`src/rtl/rr_select_arbiter.sv`:
```
// rr_select_arbiter: four-way round-robin channel select with bounded hold and a forced idle gap between grants
module rr_select_arbiter #(
    parameter int HOLD_MAX = 15,
    parameter int CNT_W    = 8
) (
    input  logic       clk,
    input  logic       rst,
    input  logic [3:0] req,
    input  logic       release_in,
    output logic [1:0] sel,
    output logic       grant_valid,
    output logic       timeout
);
    typedef enum logic {IDLE, GRANT} state_t;
    state_t           state_q, state_d;
    logic [1:0]       sel_q, sel_d, ptr_q, ptr_d, win;
    logic [CNT_W-1:0] cnt_q, cnt_d;
    logic             timeout_q, timeout_d, drop, expire;
    always_comb begin
        win = ptr_q;
        for (int k = 3; k >= 0; k--)
            if (req[ptr_q + 2'(k)]) win = ptr_q + 2'(k);
    end
    assign drop   = release_in || !req[sel_q];
    assign expire = cnt_q == CNT_W'(HOLD_MAX - 1);
    always_comb begin
        state_d   = state_q;
        sel_d     = sel_q;
        ptr_d     = ptr_q;
        cnt_d     = cnt_q;
        timeout_d = 1'b0;
        if (state_q == IDLE) begin
            if (|req) begin
                state_d = GRANT;
                sel_d   = win;
                cnt_d   = '0;
            end
        end else if (drop || expire) begin
            state_d   = IDLE;
            ptr_d     = sel_q + 2'd1;
            cnt_d     = '0;
            timeout_d = !drop;
        end else begin
            cnt_d = cnt_q + 1'b1;
        end
    end
    always_ff @(posedge clk) begin
        if (rst) begin
            state_q   <= IDLE;
            sel_q     <= '0;
            ptr_q     <= '0;
            cnt_q     <= '0;
            timeout_q <= 1'b0;
        end else begin
            state_q   <= state_d;
            sel_q     <= sel_d;
            ptr_q     <= ptr_d;
            cnt_q     <= cnt_d;
            timeout_q <= timeout_d;
        end
    end
    assign sel         = sel_q;
    assign grant_valid = state_q == GRANT;
    assign timeout     = timeout_q;
endmodule

```
`config.mk`:
```
export PLATFORM = sky130hd
export DESIGN_NAME = rr_select_arbiter
export DESIGN_NICKNAME = d
export VERILOG_FILES = /design/src/rtl/rr_select_arbiter.sv
export SDC_FILE = /design/constraint.sdc
export NUM_CORES = 1
export LEC_CHECK = 0
export BUFFER_PORTS_ARGS = -buffer_cell sky130_fd_sc_hd__buf_2
export CELL_PAD_IN_SITES_DETAIL_PLACEMENT = 1
export CELL_PAD_IN_SITES_GLOBAL_PLACEMENT = 1
export CORE_MARGIN = 2
export CORE_UTILIZATION = 41
export CTS_CLUSTER_SIZE = 14
export DETAILED_ROUTE_END_ITERATION = 8
export GPL_ROUTABILITY_DRIVEN = 0
export HOLD_SLACK_MARGIN = 0.03
export PLACE_DENSITY_LB_ADDON = 0.08
export SLEW_MARGIN = 20
export SYNTH_ARGS = -nofsm -noshare
export SYNTH_HDL_FRONTEND = slang
export SYNTH_SLANG_ARGS = --single-unit
```
`constraint.sdc`:
```
create_clock -name clk -period 1.9 [get_ports clk]
set_clock_uncertainty 0.05 [all_clocks]
set_input_delay 0.19 -clock clk [delete_from_list [all_inputs] [get_ports clk]]
set_output_delay 0.19 -clock clk [all_outputs]
set_load 0.02 [all_outputs]
```
==> metrics, run 1 <==
Port Buffer Count 10; DP Area 927 µm²; FP Rows 16; Die Area 2360 µm²; ANT nets after route 0; Post-CTS Setup Bufs 0; TritonCTS clock tree built; antenna diode count 0; EDFF count, synth 0; Post-synth ARST share 0%; leading register cell type out of synthesis dfxtp_1; Die Width 48.6 µm; Synth Cell Area 815 µm²; critical path depth 5; # hold bufs at CTS 0; overall routing resource usage 19.8%; clock buffer count from CTS 3; gate count of the mapped netlist 97; Worst Path Required 2.03 ns; Post-synth top cells dfxtp_1, nand2_1, a21oi_1, nor2_1, nor2b_1; worst reg2reg path depth 5; Setup TNS 0 ns; Clk Latency, worst-skew pair 0.28 ns; Final Cell Area 963 µm²; Synth Net Count 106; setup slack at placement 0.178 ns; maximum clock path buffer count 2; CP max stage delay 0.55 ns; synthesized area per cell 8.40 µm²; Yosys warnings 0; CTS sink count 14; DRC 0; relative slew slack 76.1%; CP cell instances or4_1 > nor2_1 > o21ai_0 > buf_4 > mux2_2; largest net degree at the start of global routing 17; final setup fails 0; first-pass GRT wire length 3.67 mm; Tot Pwr 652 µW; H-tree Lvls 1; synth top area cells dfxtp_1, nor2b_1, a21oi_1, o21a_1, nand2_1; Max Fanout on Critical Path 5; RSZ-0062 raised after global routing no; crit end category flip-flop; vias after detailed routing 814; arrival time worst endpoint 1.86 ns; setup ws final 0.168 ns; Pleak 0.339 nW; fmax 0.577 GHz; Synth top area share 34.4%; Largest delay share family, worst path simple AND/OR/NAND/NOR gates; IO Pins 11; initial antenna violation count 0; vias per cell 5.73; hold path cells 2; Resized Gates After CTS 0; CP startpoint kind flip-flop; Final period util 91.2%; DP HPWL 1.60 mm; core area 1920 µm²; P per Cell Area 676 nW/µm²; Die Ht 48.6 µm; Crit-path slowest cell or4_1; Final Hold Fails 0; vias in the first global route 797; Seq/Total Area, Yosys 34.4%; most frequent cell after synthesis dfxtp_1; max-cap violation count 0; final-report max-slew violation count 0; CP Buf/Inv Count 1; min Tclk post-route 1.73 ns; Initial DRT Pass Iterations 6; crit path kind flip-flop to flip-flop; Least-Margin Pin Slew 0.355 ns; share of cells above drive strength 1 20.9%; 1st-iter DRT viols 10; run status complete, no violations; clock tree root buffer cell clkbuf_4; routed len/inst 14.7 µm; detailed-route wire length 2.09 mm; Worst-path clk slew 0.09 ns; hold crit path type primary input to flip-flop; # nets final 125; Initial Util 42.4%; gr ovfl total 0; Synth area leader dfxtp_1; Yosys cell types 34; Synth Register Bits 14; Layout Area Growth over Synthesis 18.3%; VDD IR-drop max 0.456 mV
[layout by cell type (no fill, tap or decap), types with 3 or more instances in the layout]
cell	instances
a21oi_1	6
a31oi_1	3
buf_2	10
buf_4	6
clkbuf_4	3
dfxtp_1	14
inv_1	3
nand2_1	7
nand3_1	5
nor2_1	6
nor2b_1	6
nor3_1	5
o211ai_1	3
o21a_1	4
o21ai_0	4
[registers in the layout, indices dropped and copies added, names as in the netlist]
| signal | count |
|---|---|
| grant_valid | 1 |
| cnt_q | 8 |
| ptr_q | 2 |
| timeout | 1 |
| sel | 2 |
[power breakdown]
part           internal (mW)  leakage, nW  total [mW]  switching [mW]
clock network          0.117       0.0210       0.217          0.0999
logic                 0.0510        0.204       0.117          0.0657
registers              0.304        0.114       0.318          0.0140
[path summary, 6_finish.rpt]
path | from | endpoint | slack, ns
worst min register to register | cnt_q[6] | cnt_q[6] | 0.47
worst max-delay path | cnt_q[4] | ptr_q[1] | 0.17
worst min-delay path | rst | cnt_q[5] | 0.23
worst max register to register | cnt_q[4] | ptr_q[1] | 0.17
[layer usage]
metal / share of wire [%] / global-route usage, %
met3: 6.5 / 4.94
met4: 1.6 / 6.19
met1: 48 / 27.6
met2: 44 / 30.3
met5: 0 / 0
[cells by family (layout without fill, tap and decap cells)]
| family | after synthesis | in the layout | synth area share, % |
|---|---|---|---|
| AO/OA/AOI/OAI | 27 | 27 | 22.3 |
| adder cells (fa/ha/maj) | 2 | 2 | 3.07 |
| multiplexers | 4 | 4 | 5.22 |
| buffers and inverters | 5 | 23 | 3.38 |
| AND/OR/NAND/NOR | 43 | 43 | 29.5 |
| flip-flops | 14 | 14 | 34.4 |
| XOR/XNOR | 2 | 2 | 2.15 |
[per-stage QoR]
stage | std cells | util (%) | hold slack, ns
finish | 142 | 50.1 | 0.226
global route | 142 | 50.1 | 0.232
CTS | 142 | 50.1 | 0.214
detailed placement | 138 | 48.2 | 0.458
global placement | 138 | 48.2 | 0.445
floorplan | 97 | - | 0.216
[final cells by class]
class	instances	area, µm²
well taps	27	33.8
fillers	255	958
inverters	3	11.3
multi-input cells	78	507
flip-flops and latches	14	280
clock buffers	4	36.3
repair buffers	16	95.1
Note: power is estimated with default switching activity, not from simulation.
==> inputs of run 2 (changes only) <==
Settings changed: ABC_AREA from default to 1, CORE_UTILIZATION 41 to 38, TNS_END_PERCENT from default to 100.
==> metrics, run 2 <==
most frequent cell after synthesis nand2_1; Synth Cell Area 911 µm²; maximum clock path buffer count 2; Least-Margin Pin Slew 0.318 ns; Tot Pwr 791 µW; Final period util 81.5%; Worst-path clk slew 0.09 ns; synth top area cells dfxtp_1, nand2_1, nor2_1, inv_1, nand3_1; Post-CTS Setup Bufs 0; share of cells above drive strength 1 11.4%; post-synthesis compound-gate area fraction 9.89%; initial antenna violation count 0; setup ws final 0.351 ns; antenna diode count 0; RSZ-0062 raised after global routing no; Final Hold Fails 0; EDFF count, synth 0; Post-synth ARST share 0%; Setup TNS 0 ns; vias in the first global route 966; Pleak 0.471 nW; Reg power frac 43.8%; fmax 0.646 GHz; final setup fails 0; clock network fraction of total power 29.4%; ANT nets after route 0; vias after detailed routing 961; arrival time worst endpoint 1.74 ns; DRC 0; max-cap violation count 0; simple-gate share of the synthesized area 42.4%; Synth Area in Adders 2.75%; Die Ht 53.0 µm; Layout Area Growth over Synthesis 12.0%; IO Pins 11; Resized Gates After CTS 0; XOR/XNOR share of the synthesized area 2.88%; first-pass GRT wire length 3.94 mm; CP startpoint kind flip-flop; run status complete, no violations; max reg flops 8; crit end category flip-flop; internal power 504 µW; Psw 287 µW; post-synthesis mux area share 0%; 1st-iter DRT viols 10; Synth top area share 30.8%; clock buffer count from CTS 3; P per Cell Area 776 nW/µm²; Seq/Total Area, Yosys 30.8%; Yosys warnings 0; relative slew slack 78.7%; min Tclk post-route 1.55 ns; gr ovfl total 0; Port Buffer Count 10; DP HPWL 1.91 mm; hold crit path type primary input to flip-flop; overall routing resource usage 19.7%; Initial Util 40.8%; most frequent cells in the layout nand2_1, nor2_1, inv_1, dfxtp_1, nand3_1; Initial DRT Pass Iterations 4; Die Area 2800 µm²; commonest non-fill, non-tap cell in the layout nand2_1; leading register cell type out of synthesis dfxtp_1; synthesized area per cell 5.88 µm²; H-tree Lvls 1; gate count of the mapped netlist 155; Clk Latency, worst-skew pair 0.31 ns; # hold bufs at CTS 0; core area 2230 µm²; Die Width 53.0 µm; clock tree root buffer cell clkbuf_4; Post-synth top cells nand2_1, nor2_1, inv_1; VDD IR-drop max 0.490 mV; combinational share of power 26.7%; crit path kind flip-flop to flip-flop; TritonCTS clock tree built; Synth area leader dfxtp_1; vias per cell 4.93; Worst Path Required 2.09 ns; most flop-heavy register cnt_q; fin util 45.7%; # nets final 177; CTS sink count 14; final-report max-slew violation count 0; largest family of logic cells by synthesized area simple AND/OR/NAND/NOR gates; detailed-route wire length 2.42 mm; routed len/inst 12.4 µm; Net Sw Frac 36.3%; FP Rows 17; largest net degree at the start of global routing 10; setup slack at placement 0.349 ns; Yosys cell types 21; Synth Register Bits 14; Max Fanout on Critical Path 8; Synth Net Count 164
-- run 2: area by class of cell --
cell class	instances	area, µm²
clock buffers	4	36.3
fillers	339	1210
inverters	24	90.1
multi-input cells	115	528
flip-flops and latches	14	280
well taps	28	35.0
repair buffers	10	50.0
-- run 2: cell families after synthesis --
kind of cell,after synthesis
xor gates and xnor gates,3
DFF,14
AOI/OAI and AO/OA,16
adders and majority gates,2
and+or+nand+nor,94
buffers and inverters,26
-- run 2: final timing paths --
kind	from	cells past startpoint	endpoint	slack [ns]
worst min register to register	cnt_q[0]	2	cnt_q[0]	0.49
worst max-delay path	sel[0]	8	cnt_q[2]	0.35
worst max register to register	sel[0]	8	cnt_q[2]	0.35
worst min-delay path	rst	2	cnt_q[3]	0.08
-- run 2: worst max-delay path, stage by stage (launching register included) --
cell     delay (ns)
dfxtp_1        0.51
nor2_2         0.08
nor2_2         0.08
nand2_1        0.07
a21oi_2        0.22
nand3_2        0.19
nor2_1         0.14
nor2_1         0.05
nor2_1         0.09
-- run 2: per-layer routing --
metal / global-route usage, % / wire (µm) / share of wire, % / vias up
li1: - / - / - / 507
met1: 19.1 / 1030 / 43 / 437
met2: 39.4 / 1270 / 52 / 12
met3: 2.54 / 65 / 2.7 / 5
met4: 10.3 / 56 / 2.3 / 0
met5: 0 / 0 / 0 / -
-- run 2: power by group through the flow --
stage / Clock (mW) / Combinational [mW] / Sequential (mW)
after CTS: 0.237 / 0.215 / 0.347
after floorplan: 0 / 0.161 / 0.349
after detailed placement: 0 / 0.214 / 0.354
after global placement: 0 / 0.205 / 0.352
after global routing: 0.247 / 0.243 / 0.352
final: 0.233 / 0.211 / 0.347
-- run 2: per-stage QoR --
step	cells	area [µm²]	hold WS (ns)
after CTS	195	1020	0.0827
after detailed placement	191	983	0.405
after global routing	195	1020	0.0912
final	195	1020	0.0839
after global placement	191	983	0.397
after floorplan	155	911	0.212
